$ cat config.mk
export PLATFORM = sky130hd
export DESIGN_NAME = data_tag_decode
export DESIGN_NICKNAME = d
export VERILOG_FILES = /design/src/rtl/data_tag_decode.sv
export SDC_FILE = /design/constraint.sdc
export NUM_CORES = 1
export LEC_CHECK = 0
export BUFFER_PORTS_ARGS = -buffer_cell sky130_fd_sc_hd__buf_2
export CORE_MARGIN = 2
export CORE_UTILIZATION = 51
export CTS_CLUSTER_DIAMETER = 200
export DETAILED_ROUTE_END_ITERATION = 10
export HOLD_SLACK_MARGIN = 0.05
export PLACE_DENSITY = 0.88
export SLEW_MARGIN = 20
export SYNTH_ARGS = -nofsm -noshare
export SYNTH_HDL_FRONTEND = slang
export SYNTH_SLANG_ARGS = --single-unit
export TNS_END_PERCENT = 30
$ cat constraint.sdc
create_clock -name clk -period 2.2 [get_ports clk]
set_input_delay 0.22 -clock clk [delete_from_list [all_inputs] [get_ports clk]]
set_output_delay 0.22 -clock clk [all_outputs]
set_load 0.01 [all_outputs]
$ cat src/rtl/data_tag_decode.sv
// data_tag_decode
//   Receive-side counterpart of the sample tagger. Consumes a strobed sample
//   stream whose bit 0 marks the first sample of a window, strips the tag,
//   regenerates window framing and checks each window's length against a
//   programmed value.
//
//   Build option: DATA_TAG_DECODE_STICKY_EN
//     defined     -> err_short/err_long are sticky until err_clr at a posedge
//                    (a new error in the same cycle wins over err_clr)
//     not defined -> errors are one-cycle pulses with the offending data_valid;
//                    err_clr is ignored
//
//   Ports
//     clk          system clock
//     reset        synchronous, active-low reset
//     strobe       one-cycle sample valid
//     data_in      tagged sample, bit 0 = window-start tag
//     expected_len required samples per window (1..2^CNT_W-1)
//     err_clr      clears sticky errors (sticky build only)
//     data_out     accepted sample with bit 0 cleared
//     data_valid   qualifies data_out / sof
//     sof          first sample of a window
//     in_window    set by the first accepted tag, cleared only by reset
//     win_count    1-based index of the current sample in its window
//     last_len     length of the most recently closed window
//     len_valid    one-cycle pulse when last_len updates
//     err_short    closed window was shorter than expected_len
//     err_long     window grew past expected_len without a tag
//     win_total    number of windows started (wraps)
//
//   state | meaning
//   ------+-------------------------------------------------------------
//   SEEK  | waiting for the first tag; untagged samples are discarded
//   RUN   | framing windows; only reset returns to SEEK

module data_tag_decode #(
    parameter int DATA_W = 16,
    parameter int CNT_W  = 16
) (
    input  logic              clk,
    input  logic              reset,
    input  logic              strobe,
    input  logic [DATA_W-1:0] data_in,
    input  logic [CNT_W-1:0]  expected_len,
    input  logic              err_clr,
    output logic [DATA_W-1:0] data_out,
    output logic              data_valid,
    output logic              sof,
    output logic              in_window,
    output logic [CNT_W-1:0]  win_count,
    output logic [CNT_W-1:0]  last_len,
    output logic              len_valid,
    output logic              err_short,
    output logic              err_long,
    output logic [CNT_W-1:0]  win_total
);

    typedef enum logic {SEEK, RUN} state_t;

    localparam logic [CNT_W-1:0] CNT_MAX = '1;
    localparam logic [CNT_W-1:0] CNT_ONE = CNT_W'(1);

    state_t           state_q, state_d;
    logic             long_seen_q, long_seen_d;
    logic [CNT_W-1:0] cnt_d;
    logic             accept, start, close;
    logic             new_short, new_long;
    logic             tag;

    assign tag = data_in[0];

    always_comb begin
        state_d     = state_q;
        long_seen_d = long_seen_q;
        cnt_d       = win_count;
        accept      = 1'b0;
        start       = 1'b0;
        close       = 1'b0;
        new_short   = 1'b0;
        new_long    = 1'b0;
        if (strobe) begin
            case (state_q)
                SEEK: begin
                    if (tag) begin
                        state_d     = RUN;
                        accept      = 1'b1;
                        start       = 1'b1;
                        cnt_d       = CNT_ONE;
                        long_seen_d = 1'b0;
                    end
                end
                RUN: begin
                    accept = 1'b1;
                    if (tag) begin
                        close       = 1'b1;
                        new_short   = (win_count < expected_len);
                        start       = 1'b1;
                        cnt_d       = CNT_ONE;
                        long_seen_d = 1'b0;
                    end else if (win_count != CNT_MAX) begin
                        cnt_d = win_count + CNT_ONE;
                        // New count equals expected_len+1; the flag keeps it
                        // to one report even if expected_len moves mid-window.
                        if (win_count == expected_len && !long_seen_q) begin
                            new_long    = 1'b1;
                            long_seen_d = 1'b1;
                        end
                    end
                end
                default: state_d = SEEK;
            endcase
        end
    end

    always_ff @(posedge clk) begin
        if (!reset) begin
            state_q     <= SEEK;
            long_seen_q <= 1'b0;
            data_out    <= '0;
            data_valid  <= 1'b0;
            sof         <= 1'b0;
            in_window   <= 1'b0;
            win_count   <= '0;
            last_len    <= '0;
            len_valid   <= 1'b0;
            err_short   <= 1'b0;
            err_long    <= 1'b0;
            win_total   <= '0;
        end else begin
            state_q     <= state_d;
            long_seen_q <= long_seen_d;
            data_valid  <= accept;
            sof         <= start;
            len_valid   <= close;
            win_count   <= cnt_d;
            if (accept)
                data_out <= {data_in[DATA_W-1:1], 1'b0};
            if (start) begin
                in_window <= 1'b1;
                win_total <= win_total + CNT_ONE;
            end
            if (close)
                last_len <= win_count;
`ifdef DATA_TAG_DECODE_STICKY_EN
            err_short <= new_short | (err_short & ~err_clr);
            err_long  <= new_long  | (err_long  & ~err_clr);
`else
            err_short <= new_short;
            err_long  <= new_long;
`endif
        end
    end

`ifndef DATA_TAG_DECODE_STICKY_EN
    logic unused_err_clr;
    assign unused_err_clr = err_clr;
`endif

endmodule

==> flow_summary_export.csv <==
group,metric,value,unit
outcome,outcome,"finished, final reports clean",
setup_path,cp.required,2440,ps
final_layout,drive_above_1_share,0.261,
final_layout,fillers,558,
cts,cts.sinks,71,
final_layout,diodes,0,
timing,worstMarginPinSlew,598,ps
placed_design,dp_cells,578,
routing,detail_route.wl_per_cell,14.1,µm
cts,clk_path_buf_depth,2,
synthesis,yosys.area_share.simple,0.251,
routing,drt_iter0_drc,225,
setup_path,cp_max_fo,9,
placed_design,place_ws,320,ps
synthesis,synthAdderAreaFrac,0.0655,
placed_design,port_buffers,103,
power,power-per-cell-area,587,mW/mm²
timing,hold_violations,0,
synthesis,synth_cell_types,46,
grt,grt.overflow.total,0,
cts,post_cts_buffers,0,
setup_path,worst_ep_arrival_time,2140,ps
grt,antenna_found_initial,0,
power,irDropWorstVdd,565,µV
routing,final_antenna_net_count,0,
final_layout,fin_cells,594,
cts,cts_tree,"yes",
synthesis,synth_top_family_by_area,"simple AND/OR/NAND/NOR gates",
job,max-cap-violations,0,
final_layout,seqCellArea,0.00142,mm²
synthesis,synthMuxAreaShare,0.00291,
synthesis,synth-xor-area-share,0.0306,
synthesis,synth_seq_cells,71,
synthesis,ys_seq_area_frac,0.413,
synthesis,synth_area_per_cell,8.45,µm²
cts,clk_pin_slew,80,ps
synthesis,synth_top_area_cell,"dfxtp_1",
synthesis,yosysMostFrequentCell,"nand2_1",
setup_path,critPathLaunchType,"flop",
timing,fin_ws,307,ps
synthesis,synth_common_cells,"86 x nand2_1, 71 x dfxtp_1, 35 x a21boi_0, 21 x inv_1",
hold_path,hp-class,"in -> reg",
grt,grt_pass1_wl,13.9,mm
synthesis,synth_top_area_frac,0.413,
synthesis,synthCells,407,
cts,insertion_delay,340,ps
grt,grt_pass1_vias,3081,
timing,skew,8.94,ps
timing,setup_viol,0,
floorplanning,rows,29,
routing,drc,0,
synthesis,yosysWarnings,0,
grt,grt_max_degree,27,
timing,relSlewSlack,0.602,
floorplanning,core_area,0.00642,mm²
cts,cts_resized,0,
synthesis,async_reset_ff_frac,0,
power,leakage,2.00,nW
placed_design,routabilityCongestion,0.877,
setup_path,critical_path_class,"reg -> reg",
synthesis,synth_ff_type,"dfxtp_1",
timing,period_minus_slack,1890,ps
cts,htree_num_levels,3,
cts,cts_root_buffer,"clkbuf_8",
timing,rsz0062_at_grt,"no",
cts,hold_buffers,0,
floorplanning,die_w,86.1,µm
timing,drv_slew,0,
synthesis,synth_area_leaders,"dfxtp_1 41%, nand2_1 9.4%, a21boi_0 7.6%",
final_layout,multi_input_area,0.00184,mm²
synthesis,synth_area,0.00344,mm²
floorplanning,die_area,0.00742,mm²
synthesis,synth_edf_count,0,
timing,tns,0,ps
final_layout,area_growth,22.4,%
grt,grt_usage,0.236,
routing,num_vias,3244,
synthesis,synth_compound_area_frac,0.183,
floorplanning,die_h,86.1,µm
synthesis,syn_nets,461,
cts,cts_buffers,9,
final_layout,nets,566,
routing,first_pass_iters,4,
setup_path,critPathCaptureType,"flop",
routing,drt-total-wl,8.39,mm
routing,routed_via_density,5.46,
floorplanning,boundaryPins,106,
timing,fin_crit_sh,0.861,
floorplanning,initial_core_util,0.536,
placed_design,dp_hpwl,6.11,mm
timing,fmax,0.528,GHz
[final cells by class]
cell class / instances / area share
multi-input cells: 296 / 0.437
flip-flops and latches: 71 / 0.338
repair buffers: 113 / 0.140
clock buffers: 11 / 0.0360
well taps: 77 / 0.0229
inverters: 21 / 0.0187
clock inverters: 5 / 0.00773
[worst max-delay path, cell delays in order (launching register included)]
cell     delay, ps
dfxtp_1        500
and4_1         400
and4_4         310
a21o_1         310
nor2_1          90
o21ba_2        200
[stage by stage]
stage / util / cell area, µm² / hold slack, ps / total power, mW
2_1_floorplan: - / 3440 / 365 / 1.47
3_3_place_gp: 0.627 / 4030 / 408 / 1.54
3_5_place_dp: 0.627 / 4030 / 420 / 1.55
4_1_cts: 0.656 / 4210 / 104 / 2.50
5_1_grt: 0.656 / 4210 / 102 / 2.58
6_report: 0.656 / 4210 / 117 / 2.47
[path summary, 6_finish.rpt]
path | slack, ps | end | depth (start not counted) | startpoint
worst min register to register | 430 | err_long | 1 | long_seen_q
worst max-delay path | 310 | long_seen_q | 5 | win_count[11]
worst max register to register | 310 | long_seen_q | 5 | win_count[11]
worst min-delay path | 120 | data_out[13] | 3 | data_in[13]
[registers in the layout, indices dropped and copies added (netlist names), 15 cells and up]
name and count:
data_out 15, win_count 16, win_total 16, last_len 16
[layer usage]
metal	routed length, µm	global-route usage	vias up
met4	203	0.114	0
met3	534	0.0597	20
met2	4120	0.395	110
met5	0	0	-
met1	3530	0.283	1498
li1	-	-	1616
[cells by family after synthesis]
group | count (synthesis)
other | 1
adder cells (fa/ha/maj) | 18
multiplexers | 1
AND/OR/NAND/NOR | 176
AO/OA/AOI/OAI | 88
flip-flops | 71
XOR/XNOR | 12
buffers and inverters | 40
[cells in the final DEF, fill, tap and decap left out, types with 2 or more instances in the layout]
| cell type | Yosys | routed |
|---|---|---|
| nor2b_1 | 4 | 4 |
| nand2_1 | 86 | 86 |
| a21boi_0 | 35 | 35 |
| and2_1 | 18 | 18 |
| nand4_1 | 7 | 7 |
| dfxtp_1 | 71 | 71 |
| inv_1 | 21 | 21 |
| a31oi_1 | 2 | 2 |
| a21oi_1 | 8 | 8 |
| a21boi_1 | 2 | 2 |
| clkinvlp_4 | 0 | 3 |
| nor2_1 | 10 | 10 |
| a21o_1 | 5 | 5 |
| or2_2 | 2 | 2 |
| or3_1 | 4 | 4 |
| nor3_1 | 11 | 11 |
| o211a_1 | 3 | 3 |
| clkinv_2 | 0 | 2 |
| buf_2 | 5 | 103 |
| o21a_1 | 5 | 5 |
| o221a_1 | 3 | 3 |
| nand2b_1 | 2 | 2 |
| and3_1 | 7 | 7 |
| buf_4 | 4 | 10 |
| xnor2_1 | 7 | 7 |
| ha_1 | 18 | 18 |
| nand3_1 | 12 | 12 |
| clkbuf_8 | 0 | 11 |
| a41oi_1 | 2 | 2 |
| xor2_1 | 5 | 5 |
| and4_1 | 7 | 7 |
| nor4_1 | 2 | 2 |
| o21ai_0 | 14 | 14 |
| o211ai_1 | 2 | 2 |
[report_power, final]
part           switching, mW  leakage, nW  total [mW]  internal, mW
clock network          0.481       0.0873       0.947         0.466
registers             0.0145        0.575        1.32          1.31
logic                  0.116         1.34       0.202        0.0861
Note: power is estimated with default switching activity, not from simulation.
